**config.mk**
```make
export PLATFORM = sky130hd
export DESIGN_NAME = imm_extend_unit_flat
export DESIGN_NICKNAME = d
export VERILOG_FILES = /design/src/rtl/imm_extend_if.sv /design/src/rtl/imm_extend_unit.sv /design/src/flat_wrapper.sv
export SDC_FILE = /design/constraint.sdc
export NUM_CORES = 1
export LEC_CHECK = 0
export BUFFER_PORTS_ARGS = -buffer_cell sky130_fd_sc_hd__buf_2
export CAP_MARGIN = 10
export CORE_AREA = 3 3 51 53
export CTS_BUF_LIST = sky130_fd_sc_hd__clkbuf_16
export CTS_CLUSTER_DIAMETER = 30
export DETAILED_ROUTE_END_ITERATION = 10
export DIE_AREA = 0 0 54 56
export PLACE_DENSITY_LB_ADDON = 0.15
export SETUP_SLACK_MARGIN = 0.5
export SLEW_MARGIN = 20
export SYNTH_ARGS = -nofsm -noshare
export SYNTH_HDL_FRONTEND = slang
export SYNTH_SLANG_ARGS = --single-unit
```
**constraint.sdc**
```tcl
create_clock -name CLK -period 4.6 [get_ports CLK]
set_clock_uncertainty 0.15 [all_clocks]
set_input_delay 0.69 -clock CLK [delete_from_list [all_inputs] [get_ports CLK]]
set_output_delay 0.69 -clock CLK [all_outputs]
set_load 0.1 [all_outputs]
```
**src/rtl/imm_extend_if.sv**
```systemverilog
// Decode-to-ALU immediate bundle: request fields in, extended
// constant and prefix status out.
interface imm_extend_if #(
  parameter int IN_W  = 4,
  parameter int PFX_W = 8,
  parameter int OUT_W = 16
) ();
  logic             VALID_I;
  logic             STALL_I;
  logic             FLUSH_I;
  logic [1:0]       MODE_I;
  logic [IN_W-1:0]  CONST_I;
  logic [PFX_W-1:0] PFX_I;
  logic [OUT_W-1:0] CONST_O;
  logic             VALID_O;
  logic             PFX_PEND_O;

  modport master (
    output VALID_I, STALL_I, FLUSH_I,
    output MODE_I, CONST_I, PFX_I,
    input  CONST_O, VALID_O, PFX_PEND_O
  );

  modport slave (
    input  VALID_I, STALL_I, FLUSH_I,
    input  MODE_I, CONST_I, PFX_I,
    output CONST_O, VALID_O, PFX_PEND_O
  );
endinterface

```
**src/rtl/imm_extend_unit.sv**
```systemverilog
// Registered immediate extension stage: sign, zero, sign+shl1,
// with a latched high-order prefix for wide immediates.
module imm_extend_unit #(
  parameter int IN_W  = 4,
  parameter int PFX_W = 8,
  parameter int OUT_W = 16
) (
  input  logic         CLK,
  input  logic         RST,
  imm_extend_if.slave  bus
);
  localparam int WW = IN_W + PFX_W;

  if ((WW > OUT_W) || (IN_W < 2)) begin : g_bad_params
    $error("imm_extend_unit: illegal IN_W/PFX_W/OUT_W");
  end

  typedef enum logic [1:0] {
    M_SIGN = 2'b00,
    M_ZERO = 2'b01,
    M_SHL1 = 2'b10,
    M_PFX  = 2'b11
  } mode_e;

  logic [OUT_W-1:0] const_q, const_d;
  logic             valid_q, valid_d;
  logic             pend_q, pend_d;
  logic [PFX_W-1:0] pfx_q, pfx_d;

  logic [WW-1:0]    wide;
  logic [OUT_W-1:0] ext_s, ext_z;
  mode_e            mode;

  assign mode = mode_e'(bus.MODE_I);
  assign wide = {pfx_q, bus.CONST_I};

  // Sized casts of signed operands sign-extend; of unsigned, zero-fill.
  always_comb begin
    if (pend_q) begin
      ext_s = OUT_W'($signed(wide));
      ext_z = OUT_W'(wide);
    end else begin
      ext_s = OUT_W'($signed(bus.CONST_I));
      ext_z = OUT_W'(bus.CONST_I);
    end
  end

  always_comb begin
    const_d = const_q;
    valid_d = valid_q;
    pend_d  = pend_q;
    pfx_d   = pfx_q;
    if (bus.FLUSH_I) begin
      valid_d = 1'b0;
      pend_d  = 1'b0;
      pfx_d   = '0;
    end else if (bus.STALL_I) begin
      valid_d = valid_q;
    end else if (bus.VALID_I) begin
      unique case (mode)
        M_PFX: begin
          pfx_d   = bus.PFX_I;
          pend_d  = 1'b1;
          valid_d = 1'b0;
        end
        M_SIGN: begin
          const_d = ext_s;
          valid_d = 1'b1;
          pend_d  = 1'b0;
        end
        M_ZERO: begin
          const_d = ext_z;
          valid_d = 1'b1;
          pend_d  = 1'b0;
        end
        M_SHL1: begin
          const_d = {ext_s[OUT_W-2:0], 1'b0};
          valid_d = 1'b1;
          pend_d  = 1'b0;
        end
        default: valid_d = 1'b0;
      endcase
    end else begin
      valid_d = 1'b0;
    end
  end

  always_ff @(posedge CLK) begin
    if (RST) begin
      const_q <= '0;
      valid_q <= 1'b0;
      pend_q  <= 1'b0;
      pfx_q   <= '0;
    end else begin
      const_q <= const_d;
      valid_q <= valid_d;
      pend_q  <= pend_d;
      pfx_q   <= pfx_d;
    end
  end

  assign bus.CONST_O    = const_q;
  assign bus.VALID_O    = valid_q;
  assign bus.PFX_PEND_O = pend_q;
endmodule
```
**src/flat_wrapper.sv**
```systemverilog
// flat-port wrapper written by rule: the top's interface ports become plain ports
module imm_extend_unit_flat 
#(
  parameter int IN_W  = 4,
  parameter int PFX_W = 8,
  parameter int OUT_W = 16
)
  (CLK, RST, bus_VALID_I, bus_STALL_I, bus_FLUSH_I, bus_MODE_I, bus_CONST_I, bus_PFX_I, bus_CONST_O, bus_VALID_O, bus_PFX_PEND_O);
  imm_extend_if #(.IN_W(IN_W), .PFX_W(PFX_W), .OUT_W(OUT_W)) bus_i ();
  input  logic CLK;
  input  logic RST;
  input wire logic [$bits(bus_i.VALID_I)-1:0] bus_VALID_I;
  input wire logic [$bits(bus_i.STALL_I)-1:0] bus_STALL_I;
  input wire logic [$bits(bus_i.FLUSH_I)-1:0] bus_FLUSH_I;
  input wire logic [$bits(bus_i.MODE_I)-1:0] bus_MODE_I;
  input wire logic [$bits(bus_i.CONST_I)-1:0] bus_CONST_I;
  input wire logic [$bits(bus_i.PFX_I)-1:0] bus_PFX_I;
  output wire logic [$bits(bus_i.CONST_O)-1:0] bus_CONST_O;
  output wire logic [$bits(bus_i.VALID_O)-1:0] bus_VALID_O;
  output wire logic [$bits(bus_i.PFX_PEND_O)-1:0] bus_PFX_PEND_O;
  assign bus_i.VALID_I = bus_VALID_I;
  assign bus_i.STALL_I = bus_STALL_I;
  assign bus_i.FLUSH_I = bus_FLUSH_I;
  assign bus_i.MODE_I = bus_MODE_I;
  assign bus_i.CONST_I = bus_CONST_I;
  assign bus_i.PFX_I = bus_PFX_I;
  assign bus_CONST_O = bus_i.CONST_O;
  assign bus_VALID_O = bus_i.VALID_O;
  assign bus_PFX_PEND_O = bus_i.PFX_PEND_O;
  imm_extend_unit #(.IN_W(IN_W), .PFX_W(PFX_W), .OUT_W(OUT_W)) u_core (.CLK(CLK), .RST(RST), .bus(bus_i));
endmodule
```
==> results.md <==
* Total congestion overflow at 0
* Buffer depth of the longest clock path at 2
* Clk sink count at 23
* Setup TNS at 0 ns
* Most frequent cells in the layout: buf_2, nor2_1, dfxtp_1
* Num ports at 37
* Fin crit period at 2.22 ns
* Critical path launch point type: flip-flop
* Die height at 56 um
* Post-cts sizing count at 0
* Initial antenna violation count at 0
* Final Hold Vio Count at 0
* WP buf/inv at 1
* Vias in the first global route at 1001
* Wire per inst at 13.7 um
* DRT Pass-1 Iters at 5
* Number of diodes at 0
* RSZ-0062 raised after global routing: no
* First-pass GRT wire length at 4.40 mm
* Final Cycle Share at 48.3%
* Flop2flop setup slack at 2.90 ns
* H-tree levels at 1
* Crit. End Element: output port
* Initial Util at 53.2%
* Residual DRC at 0
* Post-synth EDFFs at 0
* CTS Buf Count at 3
* DIE AREA at 3020 sq um
* Clk slew on worst S/H paths at 0.06 ns
* HP Class: flip-flop to flip-flop
* Synth async-reset ratio at 0%
* Fin util at 63.9%
* Post-synthesis net count at 153
* Worst slew margin at 48.0%
* Worst path slowest cell: dfxtp_1
* Maxcap violations at 0
* CP required at 3.76 ns
* Avg Cell Area, Syn at 9.03 sq um
* Port bufs at 36
* Nets at 183
* Synth warn at 0
* Critical path peak fanout at 16
* Least-Margin Pin Slew at 0.776 ns
* Core Region at 2190 sq um
* Leak at 0.673 nW
* Synthesis-to-layout area growth at 20.2%
* Delay-heaviest family, CP: flip-flops
* Pwr/cell area at 350 nW/um^2
* Post-CTS setup buffers at 0
* Seq/Total Area, Yosys at 39.5%
* CP cell instances: buf_2
* CTS tree: done
* Critical path type: flip-flop to output port
* Vias per inst at 5.47
* Final Setup Violations at 0
* Routability Congestion at 0.926
* Hold buffer count at CTS at 0
* #FFs+latches synth at 23
* Most common cell after layout, fill and taps aside: buf_2
* Max IR drop VDD at 0.240 mV
* Clk Latency, worst-skew pair at 0.26 ns
* Core Rows at 17
* Largest stage delay, worst path at 0.60 ns
* Total wire length at 2.54 mm
* Gr usage total at 19.3%
* Largest net degree at the start of global routing at 17
* Status: finished clean
* Distinct cells, synth at 31
* Layout cells sized above 1 at 27.2%
* Post-DRT Antenna Nets at 0
* Die Width at 54 um
* Root Buffer: clkbuf_16
* Post-Syn Instances at 129
* Fmax at 0.450 GHz
* Most frequently used flop master after synthesis: dfxtp_1
* Critical Path AT at 1.38 ns
* Starting DRC count in detailed routing at 22
* Mapped Area at 1160 sq um
* DR vias at 1018
* Dpl hpwl at 1.95 mm
* Slew Limit Fails at 0
## power breakdown
part           switching [mW]  total (mW)  internal [mW]
combinational          0.0699      0.0951         0.0252
sequential            0.00343       0.208          0.205
clock                  0.0703       0.186          0.116
## per-layer routing
metal | track usage (%) | vias up | wire length [um]
met5 | 0 | - | 0
met4 | 8.54 | 0 | 48
met3 | 3.22 | 5 | 121
met2 | 31.7 | 33 | 1260
met1 | 23.9 | 465 | 1110
li1 | - | 515 | -
## flip-flops by register name (all words and copies together), names as in the netlist
signal and flops:
u_core.bus.VALID_O 1, u_core.bus.CONST_O 13, u_core.bus.PFX_PEND_O 1, u_core.pfx_q 8
## synthesized netlist by cell type (3+ instances only)
cell       n  area, sq um
a311oi_1   4         35.0
buf_4      3         22.5
mux2i_1   12          120
a221oi_1   4         35.0
nor3_1     3         15.0
ha_1       5         62.6
dfxtp_1   23          460
nor2_1    23         86.3
clkbuf_1   3         11.3
a21oi_1    5         25.0
buf_2      5         25.0
a21o_1     3         22.5
o21ai_0    3         15.0
a211oi_1   4         30.0
and2_1     4         25.0
nand2_1    6         22.5
## cell type report
class	count	area, sq um
Fill cell	216	791
Multi-Input combinational cell	93	638
Sequential cell	23	460
Timing Repair Buffer	36	180
Clock buffer	3	75.1
Tap cell	28	35.0
Inverter	2	7.51
Clock inverter	1	3.75
## per-stage QoR
step           std cells  setup WS [ns]  cell area [sq um]  hold WS [ns]  power, mW
2_1_floorplan        129           2.35               1160         0.312      0.287
3_3_place_gp         182           2.19               1320         0.291      0.307
3_5_place_dp         182           2.14               1320         0.298      0.308
4_1_cts              186           2.38               1400         0.307      0.494
5_1_grt              186           2.23               1400         0.351      0.511
6_report             186           2.38               1400         0.304      0.490
## path summary, 6_finish.rpt
check | startpoint | endpoint | depth (start not counted)
hold reg to reg | u_core.bus.CONST_O[0] | u_core.bus.CONST_O[0] | 2
hold / removal | u_core.bus.CONST_O[0] | u_core.bus.CONST_O[0] | 2
setup / recovery | u_core.bus.PFX_PEND_O | bus_PFX_PEND_O | 1
setup reg to reg | u_core.bus.PFX_PEND_O | u_core.bus.CONST_O[6] | 3
## cell families after synthesis
logic type               share of synthesized area, %
AO/OA/AOI/OAI                                    17.1
flip-flops                                       39.5
buffers and inverters                            5.69
AND/OR/NAND/NOR                                  21.1
multiplexers                                     11.3
adder cells (fa/ha/maj)                          5.37
Power figures use the tool's default switching activity.
